<file path="src/rtl/cpu_pkg.sv">
// Shared definitions for the 16-bit RISC core: widths, halt opcode and the
// sequencer state encoding seen by the control unit and datapath.
package cpu_pkg;

   localparam int OPCODE_W = 4;
   localparam int INSTR_W  = 16;

   localparam logic [OPCODE_W-1:0] HALT_OPCODE_DEF = 4'hF;

   typedef enum logic [2:0] {
      ST_IDLE   = 3'd0,
      ST_FETCH  = 3'd1,
      ST_DECODE = 3'd2,
      ST_EXEC   = 3'd3,
      ST_MEM    = 3'd4,
      ST_WB     = 3'd5,
      ST_HALTED = 3'd6,
      ST_ERROR  = 3'd7
   } seq_state_e;

   // States that wait on a memory ack and therefore run the timeout counter.
   function automatic logic is_wait_state(input seq_state_e s);
      return (s == ST_FETCH) || (s == ST_MEM);
   endfunction

endpackage

</file>
<file path="src/rtl/wait_timer.sv">
// Clearable up-counter that flags the cycle on which a memory wait would
// reach TIMEOUT cycles without an ack.
module wait_timer #(
   parameter int TIMEOUT = 16
) (
   input  logic clk,
   input  logic rst_n,
   input  logic clr,
   input  logic inc,
   output logic expire
);

   localparam int CNT_W = $clog2(TIMEOUT + 1);

   logic [CNT_W-1:0] count;

   always_ff @(posedge clk or negedge rst_n) begin
      if (!rst_n) begin
         count <= '0;
      end else if (clr) begin
         count <= '0;
      end else if (inc && !expire) begin
         count <= count + 1'b1;
      end
   end

   // Count holds the number of ack-less cycles already spent, so the current
   // cycle is the TIMEOUT-th one when it equals TIMEOUT-1.
   assign expire = (count == CNT_W'(TIMEOUT - 1));

endmodule

</file>
<file path="src/rtl/instr_sequencer.sv">
// Multi-cycle fetch/decode/execute/memory/writeback sequencer for the 16-bit
// RISC core, with halt, run/stop and memory-timeout handling.
module instr_sequencer
   import cpu_pkg::*;
#(
   parameter int                   TIMEOUT     = 16,
   parameter logic [OPCODE_W-1:0]  HALT_OPCODE = HALT_OPCODE_DEF
) (
   input  logic                clk,
   input  logic                rst_n,
   input  logic                run,
   output logic                imem_req,
   input  logic                imem_ack,
   input  logic [INSTR_W-1:0]  instr,
   output logic [OPCODE_W-1:0] opcode,
   input  logic                reg_wr,
   input  logic                mem_rd,
   input  logic                mem_wr,
   input  logic                jump,
   input  logic                cmp,
   output logic                ir_en,
   output logic                pc_en,
   output logic                pc_sel,
   output logic                dmem_req,
   output logic                dmem_we,
   input  logic                dmem_ack,
   output logic                rf_we,
   output logic                halted,
   output logic                err,
   output logic [2:0]          state,
   output logic [15:0]         retired
);

   seq_state_e          state_q;
   seq_state_e          state_d;
   logic                retire;
   logic                timer_clr;
   logic                timer_inc;
   logic                expire;
   logic                dmem_we_q;
   logic                pc_en_q;
   logic                pc_sel_q;
   logic [OPCODE_W-1:0] opcode_q;
   logic [15:0]         retired_q;
   logic                unused_instr;

   assign unused_instr = ^instr[INSTR_W-OPCODE_W-1:0];

   wait_timer #(
      .TIMEOUT (TIMEOUT)
   ) u_wait_timer (
      .clk    (clk),
      .rst_n  (rst_n),
      .clr    (timer_clr),
      .inc    (timer_inc),
      .expire (expire)
   );

   always_ff @(posedge clk or negedge rst_n) begin
      if (!rst_n) begin
         state_q <= ST_IDLE;
      end else begin
         state_q <= state_d;
      end
   end

   always_comb begin
      state_d   = state_q;
      retire    = 1'b0;
      ir_en     = 1'b0;
      timer_inc = 1'b0;
      timer_clr = !is_wait_state(state_q);
      case (state_q)
         ST_IDLE: begin
            if (run) state_d = ST_FETCH;
         end
         ST_FETCH: begin
            if (imem_ack) begin
               ir_en   = 1'b1;
               state_d = ST_DECODE;
            end else if (expire) begin
               state_d = ST_ERROR;
            end else begin
               timer_inc = 1'b1;
            end
         end
         ST_DECODE: begin
            state_d = (opcode_q == HALT_OPCODE) ? ST_HALTED : ST_EXEC;
         end
         ST_EXEC: begin
            if (mem_rd || mem_wr)  state_d = ST_MEM;
            else if (reg_wr)       state_d = ST_WB;
            else                   retire  = 1'b1;
         end
         ST_MEM: begin
            // A simultaneous read+write strobe is a store, so it never writes back.
            if (dmem_ack) begin
               if (mem_rd && reg_wr && !mem_wr) state_d = ST_WB;
               else                             retire  = 1'b1;
            end else if (expire) begin
               state_d = ST_ERROR;
            end else begin
               timer_inc = 1'b1;
            end
         end
         ST_WB: begin
            retire = 1'b1;
         end
         default: begin
            state_d = state_q;
         end
      endcase
      if (retire) state_d = run ? ST_FETCH : ST_IDLE;
   end

   // Retire bookkeeping is registered, so pc_en/pc_sel and the new count
   // appear together in the cycle after the retiring state.
   always_ff @(posedge clk or negedge rst_n) begin
      if (!rst_n) begin
         opcode_q  <= '0;
         retired_q <= '0;
         pc_en_q   <= 1'b0;
         pc_sel_q  <= 1'b0;
         dmem_we_q <= 1'b0;
      end else begin
         if (ir_en) opcode_q <= instr[INSTR_W-1 -: OPCODE_W];
         if (retire) retired_q <= retired_q + 16'd1;
         pc_en_q  <= retire;
         pc_sel_q <= retire && (jump || (cmp && jump));
         if (state_d != ST_MEM)       dmem_we_q <= 1'b0;
         else if (state_q != ST_MEM)  dmem_we_q <= mem_wr;
      end
   end

   assign imem_req = (state_q == ST_FETCH);
   assign dmem_req = (state_q == ST_MEM);
   assign dmem_we  = dmem_we_q;
   assign rf_we    = (state_q == ST_WB);
   assign halted   = (state_q == ST_HALTED);
   assign err      = (state_q == ST_ERROR);
   assign state    = state_q;
   assign opcode   = opcode_q;
   assign retired  = retired_q;
   assign pc_en    = pc_en_q;
   assign pc_sel   = pc_sel_q;

endmodule

</file>
<file path="config.mk">
export PLATFORM = sky130hd
export DESIGN_NAME = instr_sequencer
export DESIGN_NICKNAME = d
export VERILOG_FILES = /design/src/rtl/cpu_pkg.sv /design/src/rtl/wait_timer.sv /design/src/rtl/instr_sequencer.sv
export SDC_FILE = /design/constraint.sdc
export NUM_CORES = 1
export LEC_CHECK = 0
export CAP_MARGIN = 40
export CORE_UTILIZATION = 45
export DETAILED_ROUTE_END_ITERATION = 12
export GPL_ROUTABILITY_DRIVEN = 0
export GPL_TIMING_DRIVEN = 0
export PLACE_DENSITY = 0.82
export SLEW_MARGIN = 0
export SYNTH_ARGS = -nofsm -noshare
export SYNTH_HDL_FRONTEND = slang
export SYNTH_SLANG_ARGS = --single-unit
</file>
<file path="constraint.sdc">
create_clock -name clk -period 2.05 [get_ports clk]
set_input_delay 0.41 -clock clk [delete_from_list [all_inputs] [get_ports clk]]
set_output_delay 0.41 -clock clk [all_outputs]
set_load 0.02 [all_outputs]
</file>
Yosys cells after proc, flatten, opt, wreduce, memory -nomap -nowiden
Index checks and enable logic that the tools add are counted.
{ "word_totals": {"word_cells": 59, "ff_bits": 31, "inputBits": 26, "out_inout_bits": 32} }
{ "op_classes": {"n_eq_ne": 12, "reduce_logical": 12, "mux": 26, "add_sub_neg": 2} }
{ "ops": {"columns": ["operator", "count"], "rows": [
  ["$mux 3", 9],
  ["$add 16x1->16 const B", 1],
  ["$pmux 3 s5", 1],
  ["$eq 3x3->1 const B", 4],
  ["$mux 1", 12],
  ["$mux 5", 2],
  ["$eq 3x2->1 const B", 2],
  ["$ne 3x3->1 const B", 2],
  ["$add 5x1->5 const B", 1],
  ["$eq 5x4->1 const B", 1],
  ["$logic_and 1x1->1", 5],
  ["$eq 4x4->1 const B", 1],
  ["$eq 3x1->1 const B", 1],
  ["$logic_not 3->1", 1],
  ["$logic_or 1x1->1", 3],
  ["$pmux 1 s3", 1],
  ["$logic_not 1->1", 2],
  ["$ne 2x1->1 const B", 1],
  ["$pmux 1 s2", 1],
  ["$reduce_bool 2->1", 1]
]} }

Logic depth before layout (Yosys ltp)
Gate-level depths: netlist of run 1.
{ "depth": {"ltp_word": 8, "ltp_mapped": 7, "ltp_nobuf": 7} }

Hierarchy
A second synthesis of run 1 with hierarchy kept.
{ "hier_totals": {"hier_cells": 144, "area_unflattened_um2": 1620.3} }
{ "modules_own_cells": {"columns": ["mod", "cells_per_inst", "n_inst", "area_per_inst_um2", "seq_area_each_um2"], "rows": [
  ["instr_sequencer", 121, 1, 1360.1, 650.6],
  ["wait_timer", 23, 1, 260.2, 125.1]
]} }

Least setup slack after synthesis of run 1
No wires, ideal clock.
{ "synth_timing": {"path_type": "register -> register", "start": "register state_q[0] (netlist: state[0])", "end": "register opcode_q[0] (netlist: opcode[0])", "n_path_buf": 1, "slack_ps": -40, "synth_period_minus_slack_ps": 2090, "stages_incl_launch_ff": 5, "required_time_ps": 1925, "setup_ps": 125, "arrival_time_ps": 1965, "path_cell_list": "dfrtp_1 -> nor3b_1 -> and2_1 -> clkbuf_2 -> mux2_2"} }
{ "synth_via": {"elab_chain_cells": 2} }
{ "synth_rtl": {"columns": ["item", "line", "text"], "rows": [
  ["start: declaration", "instr_sequencer.sv:34", "seq_state_e state_q;"],
  ["start signal: assignment", "instr_sequencer.sv:63", "state_q <= state_d;"],
  ["$eq 3x1->1", null, null],
  ["named net imem_req", "instr_sequencer.sv:12", "output logic imem_req,"],
  ["$mux 1", "instr_sequencer.sv:73", "case (state_q)"],
  ["named net ir_en", "instr_sequencer.sv:21", "output logic ir_en,"],
  ["end signal: assignment", "instr_sequencer.sv:126", "if (ir_en) opcode_q <= instr[INSTR_W-1 -: OPCODE_W];"],
  ["end: declaration", "instr_sequencer.sv:43", "logic [OPCODE_W-1:0] opcode_q;"]
]} }
The timed path passes the listed nets, and every way through them passes these cells.
A chain may end at the register's enable or synchronous reset.

Worst setup path in the final report of run 1
{ "layout_timing": {"start": "register state_q[1] (netlist: state[1])", "end": "output dmem_req"} }
{ "layout_via": {"elab_chain_cells": 1} }
{ "layout_rtl": {"columns": ["item", "line", "text"], "rows": [
  ["$eq 3x3->1", "instr_sequencer.sv:136", "assign dmem_req = (state_q == ST_MEM);"],
  ["end: declaration", "instr_sequencer.sv:24", "output logic dmem_req,"]
]} }
Every way passes these cells.

==> results of run 1 <==
[logic make-up after synthesis]
| kind of cell | after synthesis |
|---|---|
| compound gates | 29 |
| xor+xnor | 15 |
| fa+ha+maj | 3 |
| buf+inv | 14 |
| flops | 31 |
| mux | 9 |
| simple gates | 51 |
[worst max-delay path: cells and delay by family (launching register included)]
kind | cells | cell delay [ns]
simple gates | 1 | 0.27
buf+inv | 2 | 0.56
flops | 1 | 0.48
[layout by cell type, fill, tap and decap left out, drive strengths merged, types with 2 or more instances in the layout]
cell type,instances
clkbuf,11
clkdlybuf4s50,38
a21oi,2
buf,13
o211ai,4
and3,4
and2,4
o21bai,2
nand2,10
ha,3
a311oi,2
nor3b,3
nand4,2
nand3b,4
and4,4
or2,3
nor2,6
inv,4
nor2b,4
mux2i,4
dfrtp,31
dlygate4sd2,3
o2111ai,7
or4b,2
mux2,5
o21ai,5
xnor2,14
[state kept, by name, summed over array words and instances, names as in the netlist]
name and flops:
retired 16, u_wait_timer.count 5, opcode 4, state 3, dmem_we 1, pc_en 1, pc_sel 1
[how the worst max path moves through the flow]
stage | startpoint | to | cells past startpoint
after floorplan | state[1] | dmem_we | 5
after global placement | mem_wr | retired[8] | 7
after detailed placement | mem_wr | retired[12] | 7
after CTS | state[1] | rf_we | 2
after global routing | state[1] | err | 4
final | state[1] | dmem_req | 3
[power by group]
| group | switching (uW) | internal [uW] |
|---|---|---|
| Clock | 222 | 238 |
| Sequential | 192 | 776 |
| Combinational | 728 | 733 |
| Total | 1140 | 1750 |
[cell type report]
| type | count | area [um2] |
|---|---|---|
| tap | 46 | 57.56 |
| sequential | 31 | 778.2 |
| buffer | 9 | 47.55 |
| multi-input combinational | 107 | 857.1 |
| inverter | 4 | 15.01 |
| timing repair buffer | 51 | 501.7 |
| fill | 265 | 1104 |
| clock inverter | 1 | 5.005 |
| clock buffer | 7 | 76.32 |
[through the flow]
step	TNS (ns)	util [%]	hold slack, ns	worst slack [ns]	cells
global placement	-3.413	63.14	0.4545	-0.2861	242
CTS	0	66.12	0.4833	0.001794	251
global route	-0.001859	67.94	0.4038	-0.001859	256
floorplan	0	-	0.1144	0.1187	152
detailed placement	-3.929	63.58	0.4704	-0.3107	243
finish	0	67.94	0.3925	0.03662	256
[metal layers]
metal / part of all wire (%) / global-route usage [%]
met1: 43 / 26.41
met2: 52 / 38.31
met3: 2.3 / 3.467
met4: 2.3 / 11.92
met5: 0 / 0
[repair_timing]
item	in CTS	in global routing
pin swaps	0	1
gates resized for setup	14	5
buffers inserted	0	5
setup endpoints to repair	16	15
hold endpoints to repair	0	0
==> run summary, run 1 <==
dominant cell by count in the synthesized netlist = dfrtp_1
residual DRC count = 0
Setup-failing EPs final = 0
chip height = 62.93 um
port bufs = 44
Detail Route Antenna Nets = 0
number of max-cap violations = 0
Placement Rows = 21
vias in the first global route = 1429
R2R Path End = dmem_we
initial antenna violation count = 0
Compound-Gate Fraction of Synth Area = 14.08%
Initial Util = 48.53%
Max Freq = 0.4967 GHz
CTS max path bufs = 2
clock skew after layout = 0.003947 ns
IO Pins = 58
PwrDens = 1235 mW/mm2
worst r2r src = u_wait_timer.count[0]
Final Hold Vio Count = 0
xor/xnor share of the synthesized area = 7.865%
clk slew on worst S/H paths = 0.06 ns
# H-tree levels = 2
VDD IR max = 0.7709 mV
first drt pass iteration count = 5
CP startpoint kind = flop
synth warn = 0
Cell variety after synth = 46
routed length per instance = 16.01 um
max-slew violations = 0
slowest library cell on the worst path = dfrtp_2
slowest stage delay, CP = 0.48 ns
final worst-path cycle share = 98.21%
Critical Path AT = 1.60 ns
Die X = 62.93 um
worst hold path type = input port to asynchronous set/reset pin
die area = 0.003960 mm2
number of synthesized register bits = 31
top post-synthesis cells by count = dfrtp_1 (31), xnor2_1 (14), nand2_1 (10), o2111ai_1 (7), nor2_1 (6)
n_diodes = 0
final instance area = 0.002338 mm2
top cells by area, synth = dfrtp_1 (46%), xnor2_1 (7.3%), o2111ai_1 (3.7%)
crit path cell chain = buf_2, nor3b_2, clkdlybuf4s15_1
Post-Synth Simple-Gate Area = 19.70%
worst reg2reg path depth = 7
Worst slew margin = 75.69%
PnR Total Power = 2888 uW
Initial DRC Count = 55
post-synthesis mux area share = 5.993%
status = finished clean
drt total wl = 4098 um
syn_nets = 181
share of the synthesized area in the top cell type = 46.44%
Crit Path Category = flop to output pin
Synth Area in Adders = 2.247%
Worst Setup End Kind = output pin
Least-Margin Pin Slew = 0.3622 ns
CP max FO = 10
Synth Flop Type = dfrtp_1
fraction of registers with async set or reset after synthesis = 100.0%
clk_lat worst skew = 0.28 ns
largest family of logic cells by synthesized area = simple AND/OR/NAND/NOR gates
routed vias = 1427
largest net degree at the start of global routing = 19
Nets = 238
Period minus WS final = 2.013 ns
Hold Buf Count CTS = 0
Placement Cell Area = 0.002188 mm2
TritonCTS clock tree = yes
largest area contributor in the netlist = dfrtp_1
total track usage = 22.27%
P&R area growth vs syn = 40.00%
first-pass GRT wire length = 6748 um
R2R Setup Slk = 0.12 ns
Post-synth EDFFs = 0
via/cell ratio = 5.574
Syn Std Cell Area = 0.001670 mm2
total grt overflow = 0
Pleak = 0.001011 uW
Avg Cell Area, Syn = 10.99 um2
root buffer cell = clkbuf_8
CTS Buf Count = 5
Detail Placement HPWL = 2949 um
CORE AREA = 0.003442 mm2
CP required = 1.64 ns
post-synthesis sequential area ratio = 46.44%
Gate Count Post-Synth = 152
Clock Sinks = 31
layout cell share with drive strength beyond 1 = 19.52%
Note: power is estimated with default switching activity, not from simulation.
==> inputs of run 2 (changes only) <==
--- a/config.mk
+++ b/config.mk
@@ -7,10 +7,12 @@
 export LEC_CHECK = 0
 export CAP_MARGIN = 40
 export CORE_UTILIZATION = 45
+export CTS_CLUSTER_DIAMETER = 50
 export DETAILED_ROUTE_END_ITERATION = 12
 export GPL_ROUTABILITY_DRIVEN = 0
 export GPL_TIMING_DRIVEN = 0
 export PLACE_DENSITY = 0.82
+export SKIP_LAST_GASP = 1
 export SLEW_MARGIN = 0
 export SYNTH_ARGS = -nofsm -noshare
 export SYNTH_HDL_FRONTEND = slang
==> run 2 against run 1 <==
Compared with the run above:
- total power is 0.76% higher
- clock power hardly changed
- clock-buffer cell count stayed put
- largest power group unchanged
==> run summary, run 2 (synthesis gave the netlist of run 1 again) <==
status = finished clean
Comb pwr share = 51.1% (+0.5 points)
routed length per instance = 15.61 um (-2.5%)
Largest register FFs = 16 (unchanged)
chip height = 62.93 um (unchanged)
routed vias = 1440 (+0.91%)
Die X = 62.93 um (unchanged)
grt met2 use = 38.31% (unchanged)
Detail Placement HPWL = 2949 um (unchanged)
residual DRC count = 0 (unchanged)
PwrDens = 1236 mW/mm2 (about the same)
Detail Route Antenna Nets = 0 (unchanged)
Least-Margin Pin Slew = 0.3887 ns (+0.02647 ns)
Worst Setup End Kind = output pin
Critical Path AT = 1.62 ns (+0.02 ns)
Pleak = 0.001028 uW (+1.7%)
most common cell after layout, fill and taps aside = clkdlybuf4s50_1
Final Hold Vio Count = 0 (unchanged)
worst hold path type = input port to asynchronous set/reset pin
total track usage = 22.19% (-0.078 points)
first-pass GRT wire length = 6720 um (-0.41%)
root buffer cell = clkbuf_8
slowest library cell on the worst path = dfrtp_2
initial antenna violation count = 0 (unchanged)
first drt pass iteration count = 5 (unchanged)
CP startpoint kind = flop
clk_lat worst skew = 0.28 ns (about the same)
hold slack = 0.3927 ns (+0.0002110 ns)
R2R Setup Slk = 0.11 ns (about the same)
Crit Path Category = flop to output pin
P&R area growth vs syn = 40.97%
CTS Buf Count = 5 (unchanged)
most frequent cells in the layout = clkdlybuf4s50_1 (38), dfrtp_1 (29), xnor2_1 (14), nand2_1 (10), buf_4 (9)
drt total wl = 4044 um (-1.3%)
Int Pwr = 1773 uW (+1.5%)
via/cell ratio = 5.560 (-0.26%)
max-slew violations = 0 (unchanged)
n_diodes = 0 (unchanged)
vias in the first global route = 1410 (-1.3%)
setup TNS = 0 ns (unchanged)
Initial DRC Count = 56 (+1.8%)
Setup-failing EPs final = 0 (unchanged)
Clock Sinks = 31 (unchanged)
TritonCTS clock tree = yes
CORE AREA = 0.003442 mm2 (unchanged)
Initial Util = 48.53% (unchanged)
crit path cell chain = buf_2, nor3b_2, dlygate4sd2_1
total grt overflow = 0 (unchanged)
port bufs = 44 (unchanged)
die area = 0.003960 mm2 (unchanged)
CP max FO = 10 (unchanged)
Max Freq = 0.4923 GHz (-0.88%)
Net Sw Frac = 39.08% (-0.45 points)
number of max-cap violations = 0 (unchanged)
grt met1 use = 26.41% (unchanged)
most used routing layer = met2
sequential share of power = 33.1% (-0.4 points)
met3 GRT Util = 3.467% (unchanged)
Placement Rows = 21 (unchanged)
VDD IR max = 0.7617 mV (-1.2%)
CP required = 1.64 ns (about the same)
final worst-path cycle share = 99.09% (+0.87 points)
Period minus WS final = 2.031 ns (+0.01792 ns)
largest net degree at the start of global routing = 19 (unchanged)
# H-tree levels = 2 (unchanged)
clock skew after layout = 0.003660 ns (-0.0002867 ns)
IO Pins = 58 (unchanged)
Clk pwr share = 15.8% (about the same)
CTS max path bufs = 2 (unchanged)
Worst slew margin = 73.91% (-1.8 points)
P_sw = 1137 uW (-0.39%)
layout cell share with drive strength beyond 1 = 20.19% (+0.66 points)
slowest stage delay, CP = 0.48 ns (about the same)
Nets = 241 (+1.3%)
clk slew on worst S/H paths = 0.06 ns (about the same)
[run 2: area by class of cell]
type | count | area, um2
Inverter | 4 | 15.01
Clock inverter | 1 | 5.005
Clock buffer | 7 | 76.32
Tap cell | 46 | 57.56
Sequential cell | 31 | 778.2
Multi-Input combinational cell | 107 | 852.1
Buffer | 9 | 47.55
Timing Repair Buffer | 54 | 523.0
Fill cell | 268 | 1087
[run 2: power groups by stage]
stage               logic, uW  registers [uW]  clock network (uW)
finish                   1490             963                 459
CTS                      1390             964                 470
floorplan                 678            1100                   0
global placement         1340             944                   0
global route             1590             983                 496
detailed placement       1390             964                   0
[run 2: worst max-delay path: cells and delay by family (launching register included)]
kind                   cells  cell delay [ns]
and+or+nand+nor            1             0.27
buffers and inverters      2             0.59
DFF                        1             0.48
[run 2: metrics by stage]
step	utilization, %	total power [uW]	area (um2)	std cells	setup slack (ns)
after CTS	66.16	2824	2277	251	-0.1015
after global routing	68.41	3069	2355	259	-0.01156
after detailed placement	63.58	2352	2188	243	-0.3107
after global placement	63.14	2287	2173	242	-0.2861
after floorplan	-	1775	1675	152	0.1187
final	68.41	2910	2355	259	0.01869
[run 2: worst paths after layout]
kind / start / to / cells after the start
worst min register to register: retired[15] / retired[15] / 1
worst max-delay path: state[1] / dmem_req / 3
worst max register to register: u_wait_timer.count[0] / dmem_we / 7
worst min-delay path: rst_n / opcode[3] / 1
max in group asynchronous: rst_n / state[0] / 3
min in group clk: retired[15] / retired[15] / 1
[run 2: what timing repair did]
action	in CTS	in global routing
pin swaps	0	2
hold buffers	0	0
buffers inserted	0	8
resized for setup	12	5
setup endpoints to repair	16	16
[run 2: per-layer routing]
layer / routed length (um) / vias up
met5: 0 / -
met1: 1718 / 723
met2: 2107 / 34
li1: - / 673
met3: 121 / 10
met4: 96 / 0
